$ cat config.mk
export PLATFORM = sky130hd
export DESIGN_NAME = wb_prog_loader
export DESIGN_NICKNAME = d
export VERILOG_FILES = /design/src/rtl/wb_prog_loader.sv
export SDC_FILE = /design/constraint.sdc
export NUM_CORES = 1
export LEC_CHECK = 0
export ABC_AREA = 1
export CORE_MARGIN = 5
export CORE_UTILIZATION = 35
export DETAILED_ROUTE_END_ITERATION = 8
export GPL_ROUTABILITY_DRIVEN = 0
export GPL_TIMING_DRIVEN = 1
export PLACE_DENSITY_LB_ADDON = 0.15
export SLEW_MARGIN = 20
export SYNTH_ARGS = -nofsm -noshare
export SYNTH_HDL_FRONTEND = slang
export SYNTH_SLANG_ARGS = --single-unit
$ cat constraint.sdc
create_clock -name wb_clk_i -period 1.8 [get_ports wb_clk_i]
set_input_delay 0.54 -clock wb_clk_i [delete_from_list [all_inputs] [get_ports wb_clk_i]]
set_output_delay 0.54 -clock wb_clk_i [all_outputs]
set_load 0.02 [all_outputs]
$ cat src/rtl/wb_prog_loader.sv
// wb_prog_loader: packs a byte stream into words and boots the TMS1x00 core over Wishbone.
// Optional PROG_LOADER_VERIFY_EN adds a readback check after every program word.
module wb_prog_loader (
  input  logic        wb_clk_i,
  input  logic        wb_rst_n_i,
  input  logic        start_i,
  input  logic [9:0]  nwords_i,
  input  logic [7:0]  in_data_i,
  input  logic        in_valid_i,
  output logic        in_ready_o,
  output logic [31:0] wbm_adr_o,
  output logic [31:0] wbm_dat_o,
  input  logic [31:0] wbm_dat_i,
  output logic        wbm_we_o,
  output logic [3:0]  wbm_sel_o,
  output logic        wbm_cyc_o,
  output logic        wbm_stb_o,
  input  logic        wbm_ack_i,
  output logic        busy_o,
  output logic        done_o,
  output logic        error_o,
  output logic [1:0]  err_code_o,
  output logic [9:0]  words_o
);
  localparam logic [31:0] PROG_BASE = 32'h3001_0000;
  localparam logic [31:0] CTRL_ADDR = 32'h3080_0000;
  localparam logic [31:0] CTRL_HOLD = 32'h0000_0003;
  localparam logic [31:0] CTRL_RUN = 32'h0000_0000;
  localparam int MAX_WORDS = 512;
  localparam int ACK_TIMEOUT = 255;
  typedef enum logic [3:0] {
    S_IDLE, S_HOLD, S_GATHER, S_WRITE,
`ifdef PROG_LOADER_VERIFY_EN
    S_VERIFY,
`endif
    S_GAP, S_RELEASE, S_DONE, S_ERROR
  } state_t;
  state_t state, state_n;
  logic [9:0] nwords_q;
  logic [1:0] bcnt;
  logic [7:0] tmo;
  logic gcnt, idle_like, accept, bad, take, ack, timeout, bus_n;
  assign idle_like = state == S_IDLE || state == S_DONE || state == S_ERROR;
  assign accept = start_i && idle_like;
  assign bad = nwords_i == 10'd0 || nwords_i > 10'(MAX_WORDS);
  assign take = in_valid_i && in_ready_o;
  assign ack = wbm_ack_i && wbm_stb_o;
  assign timeout = wbm_stb_o && !wbm_ack_i && tmo == 8'(ACK_TIMEOUT - 1);
  assign bus_n = state_n == S_HOLD || state_n == S_WRITE || state_n == S_RELEASE
`ifdef PROG_LOADER_VERIFY_EN
    || state_n == S_VERIFY
`endif
    ;
  assign in_ready_o = state == S_GATHER;
  assign busy_o = !idle_like;
  assign done_o = state == S_DONE;
  assign error_o = state == S_ERROR;
  assign wbm_sel_o = 4'hF;
`ifndef PROG_LOADER_VERIFY_EN
  logic unused_rd;
  assign unused_rd = ^wbm_dat_i;
`endif
  always_comb begin
    state_n = state;
    case (state)
      S_IDLE, S_DONE, S_ERROR: if (start_i) state_n = bad ? S_ERROR : S_HOLD;
      S_HOLD: state_n = ack ? S_GATHER : timeout ? S_ERROR : S_HOLD;
      S_GATHER: if (take && bcnt == 2'd3) state_n = S_WRITE;
      S_WRITE: state_n = ack ? S_GAP : timeout ? S_ERROR : S_WRITE;
`ifdef PROG_LOADER_VERIFY_EN
      S_VERIFY: state_n = ack ? (wbm_dat_i != wbm_dat_o ? S_ERROR : S_GAP) : timeout ? S_ERROR : S_VERIFY;
`endif
      S_GAP: begin
        if (gcnt) state_n = words_o == nwords_q ? S_RELEASE : S_GATHER;
`ifdef PROG_LOADER_VERIFY_EN
        if (gcnt && wbm_we_o) state_n = S_VERIFY;
`endif
      end
      S_RELEASE: state_n = ack ? S_DONE : timeout ? S_ERROR : S_RELEASE;
      default: state_n = S_IDLE;
    endcase
  end
  always_ff @(posedge wb_clk_i or negedge wb_rst_n_i)
    if (!wb_rst_n_i) state <= S_IDLE;
    else state <= state_n;
  always_ff @(posedge wb_clk_i or negedge wb_rst_n_i) begin
    if (!wb_rst_n_i) begin
      wbm_adr_o <= '0;
      wbm_dat_o <= '0;
      wbm_we_o <= 1'b0;
      wbm_cyc_o <= 1'b0;
      wbm_stb_o <= 1'b0;
      err_code_o <= 2'd0;
      words_o <= '0;
      nwords_q <= '0;
      bcnt <= '0;
      tmo <= '0;
      gcnt <= 1'b0;
    end else begin
      tmo <= wbm_stb_o ? tmo + 8'd1 : 8'd0;
      gcnt <= state == S_GAP && !gcnt;
      wbm_cyc_o <= bus_n;
      wbm_stb_o <= bus_n;
      if (accept) begin
        nwords_q <= nwords_i;
        words_o <= '0;
        err_code_o <= bad ? 2'd1 : 2'd0;
        bcnt <= '0;
      end
      if (accept && !bad) begin
        wbm_adr_o <= CTRL_ADDR;
        wbm_dat_o <= CTRL_HOLD;
        wbm_we_o <= 1'b1;
      end
      if (take) begin
        wbm_dat_o[{bcnt, 3'b000} +: 8] <= in_data_i;
        bcnt <= bcnt + 2'd1;
      end
      if (take && bcnt == 2'd3) begin
        wbm_adr_o <= PROG_BASE + {20'd0, words_o, 2'b00};
        wbm_we_o <= 1'b1;
      end
      if (state == S_WRITE && ack) words_o <= words_o + 10'd1;
      if (timeout) err_code_o <= 2'd2;
      if (state == S_GAP && state_n == S_RELEASE) begin
        wbm_adr_o <= CTRL_ADDR;
        wbm_dat_o <= CTRL_RUN;
        wbm_we_o <= 1'b1;
      end
`ifdef PROG_LOADER_VERIFY_EN
      if (state == S_GAP && state_n == S_VERIFY) wbm_we_o <= 1'b0;
      if (state == S_VERIFY && ack && wbm_dat_i != wbm_dat_o) err_code_o <= 2'd3;
`endif
    end
  end
endmodule

Word-level counts from Yosys, hierarchy flattened
Index checks and enable logic that the tools add are counted.

Add/sub/neg operators: 5. $lt $le $gt $ge: 1. Equal/unequal tests: 13. Shift operators: 2. Muxes and demuxes: 30. Reductions and logical operators: 26.

Operator list (number): $mux W32 (6); $bwmux W32 (1); $shift A8 B7 Y32 const A (1); $shiftx A8 B7 Y32 (1); $add A30 B12 Y31 const A (1); $pmux W4 S6 (1); $eq A4 B3 Y1 const B (5); $mux W10 (2); $mux W3 (6); $eq A4 B2 Y1 const B (3); $mux W2 (6); $mux W4 (3); $add A10 B1 Y10 const B (1); $eq A10 B10 Y1 (1); $gt A10 B10 Y1 const B (1); $logic_and A1 B1 Y1 (10); $logic_not A10 Y1 (1); $add A8 B1 Y8 const B (1); $eq A4 B1 Y1 const B (2); $eq A8 B8 Y1 const B (1); $mux W8 (1); $neg A5 Y7 (1); $reduce_bool A2 Y1 (3); $logic_or A1 B1 Y1 (5); 7 further kinds (13).

Bits in registers: 103. Bits of input ports: 55. Output and inout bits: 87. Logic and storage cells: 88.

Depth between registers and ports, before layout
Gate-level depths: netlist of run 1.

Depth after elaboration: 9. Gate-level depth with buffers: 11. Depth with buffers taken out: 11.

Least setup slack after synthesis of run 1
OpenSTA, ideal clock, no wires.

Path kind: register to register. Start: reg bcnt[0]. End: reg wbm_dat_o[16]. Setup time: 77 ps. Arrival: 1708 ps. Data required time: 1723 ps. Path slack: 14 ps. Stages on the path, launching flop included: 8. Buffers on the path: 1. Clock period less this slack: 1786 ps. Path through: dfrtp_1 -> clkbuf_1 -> inv_1 -> ha_1 -> nand2_1 -> nor3_4 -> nand2_1 -> a21oi_1.

Cells in the longest elaborated chain, start to end: 7. Elaborated cells on any way between the ends: 12. Those cells by class: add/sub: 1; eq/ne: 2; shift: 2; mux: 5; reduce/logical: 2.

RTL lines: start, declared (RTL line 40) `logic [1:0] bcnt;`; start signal, assigned (RTL line 117) `bcnt <= bcnt + 2'd1;`; parallel branches: the longest is 6 deep, another holds $neg A5 Y7; $mux W32 (*) (RTL line 125) `if (state == S_GAP && state_n == S_RELEASE) begin`; end signal, assigned by index (RTL line 116) `wbm_dat_o[{bcnt, 3'b000} +: 8] <= in_data_i;`; end, declared (RTL line 12) `output logic [31:0] wbm_dat_o,`.

Every way passes the cells marked *. A chain may end at the register's enable or synchronous reset.

Worst setup path after layout of run 1
Start: reg state[1]. End: out busy_o.

Cells in the longest elaborated chain, start to end: 4. Elaborated cells on any way between the ends: 6. Those cells by class: eq/ne: 2; reduce/logical: 4.

RTL lines: start, declared (RTL line 38) `state_t state, state_n;`; start signal, assigned (RTL line 85) `else state <= state_n;`; $eq A4 B3 Y1 or $logic_not A4 Y1 (tied branches) (RTL line 43) `assign idle_like = state == S_IDLE || state == S_DONE || state == S_ERROR;`; $logic_or A1 B1 Y1 (RTL line 43); $logic_or A1 B1 Y1 (*) (RTL line 43); $logic_not A1 Y1 (*) (RTL line 55) `assign busy_o = !idle_like;`; end, declared (RTL line 19) `output logic busy_o,`.

Every way passes the cells marked *; elsewhere a longest branch is shown, timed or not.

==> results.py, run 1 <==
metrics = {
    "logic_synthesis": {
        "yosys.area.top_type": "dfrtp_1",
        "ys_async_sr_fraction": 1.00,
        "yosysTopAreaCellShare": 0.500,
        "synth_common_cells": "nand2_1 (101), dfrtp_1 (83), inv_1 (64)",
        "synth-edff-count": 0,
        "synthCells": 495,
        "syn_area_um2": 4150,
        "synth_area_leaders": "dfrtp_1 (50%), nand2_1 (9.1%), inv_1 (5.8%)",
        "ys_seq_area_frac": 0.500,
        "ys_types": 36,
        "synthFlopType": "dfrtp_1",
        "yosysWarnings": 0,
        "syn-mean-instance-area_um2": 8.39,
        "synth-seq-cells": 83,
        "synth.most_common_cell": "nand2_1",
    },
    "placed_design": {
        "port_buffers": 87,
        "post_dp_cell_area_um2": 5460,
        "place_inst": 763,
        "dp_hpwl_mm": 8.31,
        "pre_cts_ws_ns": -0.350,
    },
    "clock_network": {
        "htreeDepth": 3,
        "cts.sinks": 83,
        "cts_buffer_depth": 2,
        "cts_tree": "yes",
        "clock_latency_ns": 0.35,
        "clockRootBuffer": "clkbuf_16",
        "clkSlewWorstSetupHoldPaths_ns": 0.06,
        "numCtsBuffers": 9,
    },
    "layout": {
        "antenna_cells": 0,
        "area_growth_pct": 42.8,
        "fin_nets": 701,
        "design_area_um2": 5930,
        "final_util": 0.515,
        "fillCellCount": 1109,
        "drive_gt1_frac": 0.202,
        "fin_cells": 786,
    },
    "floorplanning": {
        "die_x_um": 119,
        "coreArea_um2": 11500,
        "rows": 39,
        "io_pins": 142,
        "die-area_um2": 14100,
        "die_y_um": 119,
        "start_util": 0.361,
    },
    "grt": {
        "grt_overflow": 0,
        "antenna_found_initial": 0,
        "grt_pass1_wl_mm": 18.8,
        "track_usage": 0.165,
        "grt_pass1_vias": 3802,
        "grt_max_degree": 37,
    },
    "pwr": {
        "total_power_mw": 6.34,
        "p_per_area_nw_per_um2": 1070,
        "irDropWorstVdd_mv": 0.483,
        "p_switching_mw": 2.23,
        "clkPwrFrac": 0.306,
        "combPwrFrac": 0.320,
        "p_int_mw": 4.11,
        "swShare": 0.351,
        "leakage_nw": 3.10,
        "seqPwrFrac": 0.374,
    },
    "worst_setup_path": {
        "worstPathCellList": "inv_1 > nand3_1 > nand2_4 > inv_2 > buf_6",
        "critPathCaptureType": "primary output",
        "required_ns": 1.26,
        "cpPeakStageDelay_ns": 0.46,
        "worstSetupPathType": "reg2out",
        "critPathLaunchType": "flop",
        "crit_fanout": 6,
        "cp_data_arrival_time_ns": 1.33,
        "cp_slowest_cell": "dfrtp_2",
    },
    "sta": {
        "slew_violations": 0,
        "finalHoldViolations": 0,
        "setup_viol": 22,
        "fmax_mhz": 535,
        "fin_ws_ns": -0.0699,
        "fin_hold_ws_ns": 0.115,
        "rsz0062_at_grt": "yes",
        "skew_ns": 0.00502,
        "tns_ns": -0.333,
        "fin_crit_sh": 1.04,
        "period_needed_ns": 1.87,
    },
    "routing": {
        "wl_mm": 11.4,
        "drt_iter0_drc": 191,
        "dr.pass1.iters": 4,
        "ant_nets": 0,
        "route.vias.total": 3728,
        "drc": 0,
        "wl_per_cell_um": 14.5,
        "vias_per_cell": 4.74,
    },
    "worst_hold_path": {
        "min_path_type": "in2async",
    },
    "status": {
        "failed_checks": "setup timing",
        "outcome": "complete, but fails checks",
    },
    "flow_run": {
        "cap_violations": 0,
    },
}
==> flip-flops by register name, summed over array words and instances, names as in the netlist <==
register	count
wbm_adr_o	13
tmo	8
state	4
words_o	10
bcnt	2
nwords_q	10
err_code_o	2
gcnt	1
wbm_dat_o	32
wbm_stb_o	1
==> layout make-up <==
cell class / count / area, µm² / share of cell area
Clock inverter: 6 / 72.6 / 0.0122
Timing Repair Buffer: 147 / 1340 / 0.226
Tap cell: 143 / 179 / 0.0302
Clock buffer: 10 / 239 / 0.0403
Multi-Input combinational cell: 327 / 1750 / 0.295
Inverter: 70 / 268 / 0.0451
Sequential cell: 83 / 2080 / 0.351
==> repair_timing <==
item / 4_1_cts / 5_1_grt
hold endpoints to repair: 0 / 0
cloned: 0 / 2
setup buffers: 1 / 4
resized for setup: 88 / 42
pin swaps: 2 / 16
hold buffers: 0 / 0
setup endpoints to repair: 66 / 54
==> routing by layer <==
metal,vias to the layer above,share of wire,track usage
li1,1838,-,-
met1,1766,0.46,0.219
met2,106,0.46,0.255
met3,18,0.063,0.0431
met4,0,0.023,0.0739
met5,-,0,0
==> kinds of logic after synthesis <==
logic type | Yosys count | share of synthesized area
AO/OA/AOI/OAI | 79 | 0.104
flip-flops | 83 | 0.500
other | 2 | 0.00181
XOR/XNOR | 3 | 0.00633
adder cells (fa/ha/maj) | 8 | 0.0241
AND/OR/NAND/NOR | 214 | 0.239
buffers and inverters | 106 | 0.125
==> power groups by stage <==
stage,Sequential (mW),Clock [mW],Combinational [mW]
2_1_floorplan,2.50,0,0.995
3_3_place_gp,2.38,0,1.92
3_5_place_dp,2.39,0,1.94
4_1_cts,2.36,1.98,1.89
5_1_grt,2.42,2.05,2.26
6_report,2.37,1.94,2.02
==> cells in the final DEF (no fill, tap or decap), drive strengths merged, types with 6 or more instances in the layout <==
master	count
nor2	41
nand3	49
inv	72
clkdlybuf4s50	15
conb	23
dlygate4sd2	61
clkbuf	12
nand2	107
dfrtp	83
dlymetal6s2s	6
a21oi	37
ha	8
buf	63
o22ai	19
nor3	10
o21ai	19
==> final timing paths <==
path | startpoint | end | slack, ns | cells after the start
worst max-delay path | state[1] | busy_o | -0.07 | 5
worst min-delay path | wb_rst_n_i | nwords_q[8] | 0.11 | 1
worst max register to register | state[1] | wbm_adr_o[6] | -0.02 | 11
worst min register to register | err_code_o[1] | err_code_o[1] | 0.48 | 2
max in group asynchronous | wb_rst_n_i | wbm_dat_o[22] | 1.14 | 2
min in group wb_clk_i | err_code_o[1] | err_code_o[1] | 0.48 | 2
==> worst max-delay path: cells and delay by family, from the launching register on <==
| kind | cells | cell delay [ns] |
|---|---|---|
| DFF | 1 | 0.46 |
| buffers and inverters | 3 | 0.31 |
| and+or+nand+nor | 2 | 0.23 |
(Power assumes the default switching activity.)
==> run 2: changes to the inputs <==
--- a/config.mk
+++ b/config.mk
@@ -16,3 +16,4 @@
 export SYNTH_ARGS = -nofsm -noshare
 export SYNTH_HDL_FRONTEND = slang
 export SYNTH_SLANG_ARGS = --single-unit
+export TNS_END_PERCENT = 30
==> constraint.sdc (replaced) <==
create_clock -name wb_clk_i -period 1.8 [get_ports wb_clk_i]
set_input_delay 0.36 -clock wb_clk_i [delete_from_list [all_inputs] [get_ports wb_clk_i]]
set_output_delay 0.36 -clock wb_clk_i [all_outputs]
set_load 0.02 [all_outputs]
==> results.py, run 2 (synthesis gave the netlist of run 1 again) <==
metrics = {
    "status": {
        "outcome": "finished, final reports clean",
    },
    "grt": {
        "grt_pass1_wl_mm": 18.1,
        "grt_pass1_vias": 3553,
        "antenna_found_initial": 0,
        "grt_max_degree": 84,
        "grt_overflow": 0,
        "track_usage": 0.158,
    },
    "routing": {
        "route.vias.total": 3632,
        "vias_per_cell": 4.69,
        "dr.pass1.iters": 4,
        "drc": 0,
        "wl_per_cell_um": 14.3,
        "ant_nets": 0,
        "wl_mm": 11.1,
        "drt_iter0_drc": 183,
    },
    "clock_network": {
        "htreeDepth": 3,
        "cts_tree": "yes",
        "cts_buffer_depth": 2,
        "cts.sinks": 83,
        "clock_latency_ns": 0.33,
        "cts_hold_buf": 0,
        "clockRootBuffer": "clkbuf_16",
        "clkSlewWorstSetupHoldPaths_ns": 0.06,
        "numCtsBuffers": 9,
    },
    "worst_setup_path": {
        "crit_fanout": 5,
        "cp_data_arrival_time_ns": 1.37,
        "rr_startpoint": "state[3]",
        "worstSetupPathType": "reg2out",
        "cp_slowest_cell": "clkdlybuf4s50_1",
        "critical-path-top-delay-family": "buffers and inverters",
        "cpPeakStageDelay_ns": 0.63,
        "crit_cells": 1,
        "crit_buf_inv": 1,
        "required_ns": 1.44,
        "critPathLaunchType": "flop",
        "regToRegEndpoint": "wbm_dat_o[19]",
        "worstPathCellList": "clkdlybuf4s50_1",
        "r2r_setup_slack_ns": 0.12,
        "critPathCaptureType": "primary output",
        "r2r_cells": 11,
        "crit_end": "wbm_cyc_o",
        "cp-startpoint": "wbm_stb_o",
    },
    "sta": {
        "tns_ns": 0,
        "setup_viol": 0,
        "fin_crit_sh": 0.960,
        "period_needed_ns": 1.73,
        "slew_violations": 0,
        "finalHoldViolations": 0,
        "fmax_mhz": 579,
        "skew_ns": 0.00491,
        "rsz0062_at_grt": "yes",
        "fin_ws_ns": 0.0723,
    },
    "layout": {
        "regMostFlops": "wbm_dat_o",
        "area_growth_pct": 40.1,
        "most-common-layout-cells": "nand2_1 (100), dfrtp_1 (81), clkdlybuf4s50_1 (74)",
        "antenna_cells": 0,
        "fin_nets": 689,
        "reg_top3": "wbm_dat_o x32, wbm_adr_o x13",
        "layout_commonest_cell": "nand2_1",
        "drive_gt1_frac": 0.160,
        "largest_register_ff_count": 32,
    },
    "floorplanning": {
        "die_x_um": 119,
        "die-area_um2": 14100,
        "io_pins": 142,
        "coreArea_um2": 11500,
        "die_y_um": 119,
        "start_util": 0.361,
        "rows": 39,
    },
    "placed_design": {
        "pre_cts_ws_ns": -0.174,
        "port_buffers": 87,
        "dp_hpwl_mm": 8.24,
    },
    "pwr": {
        "leakage_nw": 2.81,
        "irDropWorstVdd_mv": 0.475,
        "p_per_area_nw_per_um2": 1100,
    },
    "worst_hold_path": {
        "min_path_type": "in2async",
    },
    "flow_run": {
        "cap_violations": 0,
    },
}
==> run 2: cell types whose count changed in the layout (fill, tap and decap cells not counted), sizes merged <==
cell,change
dlymetal6s2s,-2
dlygate4sd2,-57
buf,-11
clkinvlp,-1
clkdlybuf4s50,+59
bufinv,+2
inv,-2
==> run 2: area by class of cell <==
| type | instances | area, µm² |
|---|---|---|
| clock buffers | 11 | 243 |
| clock inverters | 5 | 100 |
| fillers | 1126 | 5700 |
| inverters | 70 | 268 |
| multi-input cells | 327 | 1690 |
| flip-flops and latches | 83 | 2080 |
| well taps | 143 | 179 |
| repair buffers | 135 | 1260 |
==> run 2: where the power goes <==
group / internal [mW] / switching (mW) / leakage, nW
Sequential: 2.16 / 0.218 / 1.11
Combinational: 0.751 / 1.14 / 1.53
Clock: 1.39 / 0.725 / 0.169
Total: 4.30 / 2.08 / 2.81
==> run 2: per-stage QoR <==
| step | area (µm²) | power (mW) | hold WS, ns | utilization | std cells |
|---|---|---|---|---|---|
| global route | 5820 | 6.77 | 0.0825 | 0.505 | 774 |
| CTS | 5740 | 6.40 | 0.0701 | 0.498 | 771 |
| floorplan | 4230 | 3.49 | 0.0644 | - | 516 |
| finish | 5820 | 6.38 | 0.0469 | 0.505 | 774 |
| detailed placement | 5400 | 4.26 | 0.430 | 0.469 | 755 |
| global placement | 5400 | 4.23 | 0.432 | 0.469 | 755 |
==> run 2: how the worst min path moves through the flow <==
stage,start,depth (start not counted),endpoint,slack [ns]
5_1_grt,wb_rst_n_i,2,wbm_adr_o[9],0.08
2_1_floorplan,wb_rst_n_i,0,bcnt[0],0.06
3_3_place_gp,wb_rst_n_i,2,wbm_adr_o[16],0.43
3_5_place_dp,wb_rst_n_i,2,wbm_adr_o[9],0.43
4_1_cts,wb_rst_n_i,2,wbm_adr_o[9],0.07
6_report,wb_rst_n_i,2,wbm_adr_o[9],0.05
==> run 2: repair_timing <==
action                     in CTS  in global routing
pin swaps                       1                  4
setup buffers                   0                  3
gates resized for setup        19                 22
setup endpoints to repair      18                 51
==> run 2: per-layer routing <==
| metal | vias up | part of all wire | global-route usage |
|---|---|---|---|
| li1 | 1813 | - | - |
| met1 | 1706 | 0.46 | 0.222 |
| met2 | 105 | 0.47 | 0.245 |
| met3 | 8 | 0.063 | 0.0379 |
| met4 | 0 | 0.0088 | 0.0434 |
| met5 | - | 0 | 0 |
==> patch: new RTL, flow settings as in run 1 <==
The 8 states of `state_t` get a one-hot encoding in 8 bits.
--- a/src/rtl/wb_prog_loader.sv
+++ b/src/rtl/wb_prog_loader.sv
@@ -28,12 +28,12 @@
   localparam logic [31:0] CTRL_RUN = 32'h0000_0000;
   localparam int MAX_WORDS = 512;
   localparam int ACK_TIMEOUT = 255;
-  typedef enum logic [3:0] {
-    S_IDLE, S_HOLD, S_GATHER, S_WRITE,
+  typedef enum logic [7:0] {
+    S_IDLE = 8'b00000001, S_HOLD = 8'b00000010, S_GATHER = 8'b00000100, S_WRITE = 8'b00001000,
 `ifdef PROG_LOADER_VERIFY_EN
     S_VERIFY,
 `endif
-    S_GAP, S_RELEASE, S_DONE, S_ERROR
+    S_GAP = 8'b00010000, S_RELEASE = 8'b00100000, S_DONE = 8'b01000000, S_ERROR = 8'b10000000
   } state_t;
   state_t state, state_n;
   logic [9:0] nwords_q;
Check against the original RTL: same outputs for any inputs over 10 cycles, from zero or initial values and one cycle with wb_rst_n_i low; not proved beyond that.
==> patch against run 1 <==
The run still ends with negative setup slack left; final area up 15%; wire length up 6.5%; total power up 0.28%; utilization down 0.32 points; sequential cell count up 4; die area up 13%; synthesized area up 15%; fmax down 6.2%; setup slack worse by 0.12 ns; largest cell class is now multi-input combinational cells; largest power group unchanged.
==> patch: results (changes against run 1) <==
status finished with violations (unchanged); failing checks negative setup slack (unchanged); final net count 781 (was 701); post-synthesis area per instance 8.450 µm² (was 8.389 µm²); CTS resizes 114 (was 88); Iteration-0 DRC Markers 256 (was 191); dpl hpwl 9.264 mm (was 8.306 mm); ranking of synthesized cells by area dfrtp_1 45%, nand2_1 12%, nor2_1 6.1% (was dfrtp_1 50%, nand2_1 9.1%, inv_1 5.8%); postcts setup bufs 11 (was 1); clock share of power 29.8% (was 30.6%); P_leak 0.003623 µW (was 0.003097 µW); maximum vdd drop 618.5 µV (was 482.8 µV); vias in the first global route 4178 (was 3802); Async SR Flop Fraction 100.0% (unchanged); Distinct cells, synth 40 (was 36); largest net degree at the start of global routing 32 (was 37); Avg Vias per Cell 4.604 (was 4.743); Internal 4335 µW (was 4110 µW); final setup TNS -1.788 ns (was -0.3332 ns); hold slack 0.1007 ns (was 0.1150 ns); Antenna diodes 0 (unchanged); pre-CTS setup slack -0.4950 ns (was -0.3496 ns); slowest cell on the critical path dfrtp_1 (was dfrtp_2); top cells by count, synth 148 x nand2_1, 86 x dfrtp_1, 77 x nor2_1 (was 101 x nand2_1, 83 x dfrtp_1, 64 x inv_1); CTS Buf Count 9 (unchanged); first-pass GRT wire length 20.04 mm (was 18.84 mm); Seq/Total Area, Yosys 45.71% (was 50.02%); Max FO, Critical Path 4 (was 6); reg2reg path depth 13 (was 11); Post-Place Cells 871 (was 763); CP arrival 1.45 ns (was 1.33 ns); routed via count 4134 (was 3728); sw frac 31.76% (was 35.12%); share of cells above drive strength 1 24.38% (was 20.22%); WL final 12.11 mm (was 11.37 mm); r2r setup slk -0.08 ns (was -0.02 ns); htree depth 3 (unchanged); CP delay by family, top flip-flops (unchanged); Setup WS post-layout -0.1938 ns (was -0.06992 ns); Hold Crit Class primary input to asynchronous set/reset pin (unchanged); clock skew 0.008769 ns (was 0.005016 ns); Worst Setup SP state[7]$_DFF_PN0_ (was state[1]$_DFF_PN0_); max incr delay on CP 0.46 ns (about the same); P_comb 2130 µW (was 2020 µW); GRT Total Usage 15.52% (was 16.52%); worst reg2reg endpoint wbm_adr_o[5]$_DFFE_PN0P_ (was wbm_adr_o[6]$_DFFE_PN0P_); Cell Area, Placed 6251 µm² (was 5461 µm²); Finish-stage setup viols 40 (was 22)
patch: kinds of logic after synthesis:
| kind of cell | Yosys count | synth area share [%] |
|---|---|---|
| DFF | 87 | 45.71 |
| other | 2 | 0.1576 |
| and+or+nand+nor | 316 | 33.53 |
| xor gates and xnor gates | 10 | 1.838 |
| buffers and inverters | 90 | 10.13 |
| AOI/OAI and AO/OA | 51 | 6.537 |
| adders and majority gates | 8 | 2.100 |
patch: layer usage:
| metal | routed length [µm] | global-route usage [%] | part of all wire (%) | vias to the layer above |
|---|---|---|---|---|
| met5 | 0 | 0 | 0 | - |
| li1 | - | - | - | 2066 |
| met2 | 6069 | 26.12 | 50 | 90 |
| met4 | 191 | 5.300 | 1.6 | 0 |
| met1 | 5262 | 19.32 | 43 | 1965 |
| met3 | 590 | 4.119 | 4.9 | 13 |
patch: area by class of cell:
type,count,area [µm²]
fill,1258,6490
tap,176,220.2
clock inverter,3,42.54
inverter,51,195.2
multi-input combinational,407,2282
timing repair buffer,162,1622
sequential,87,2187
clock buffer,12,256.5
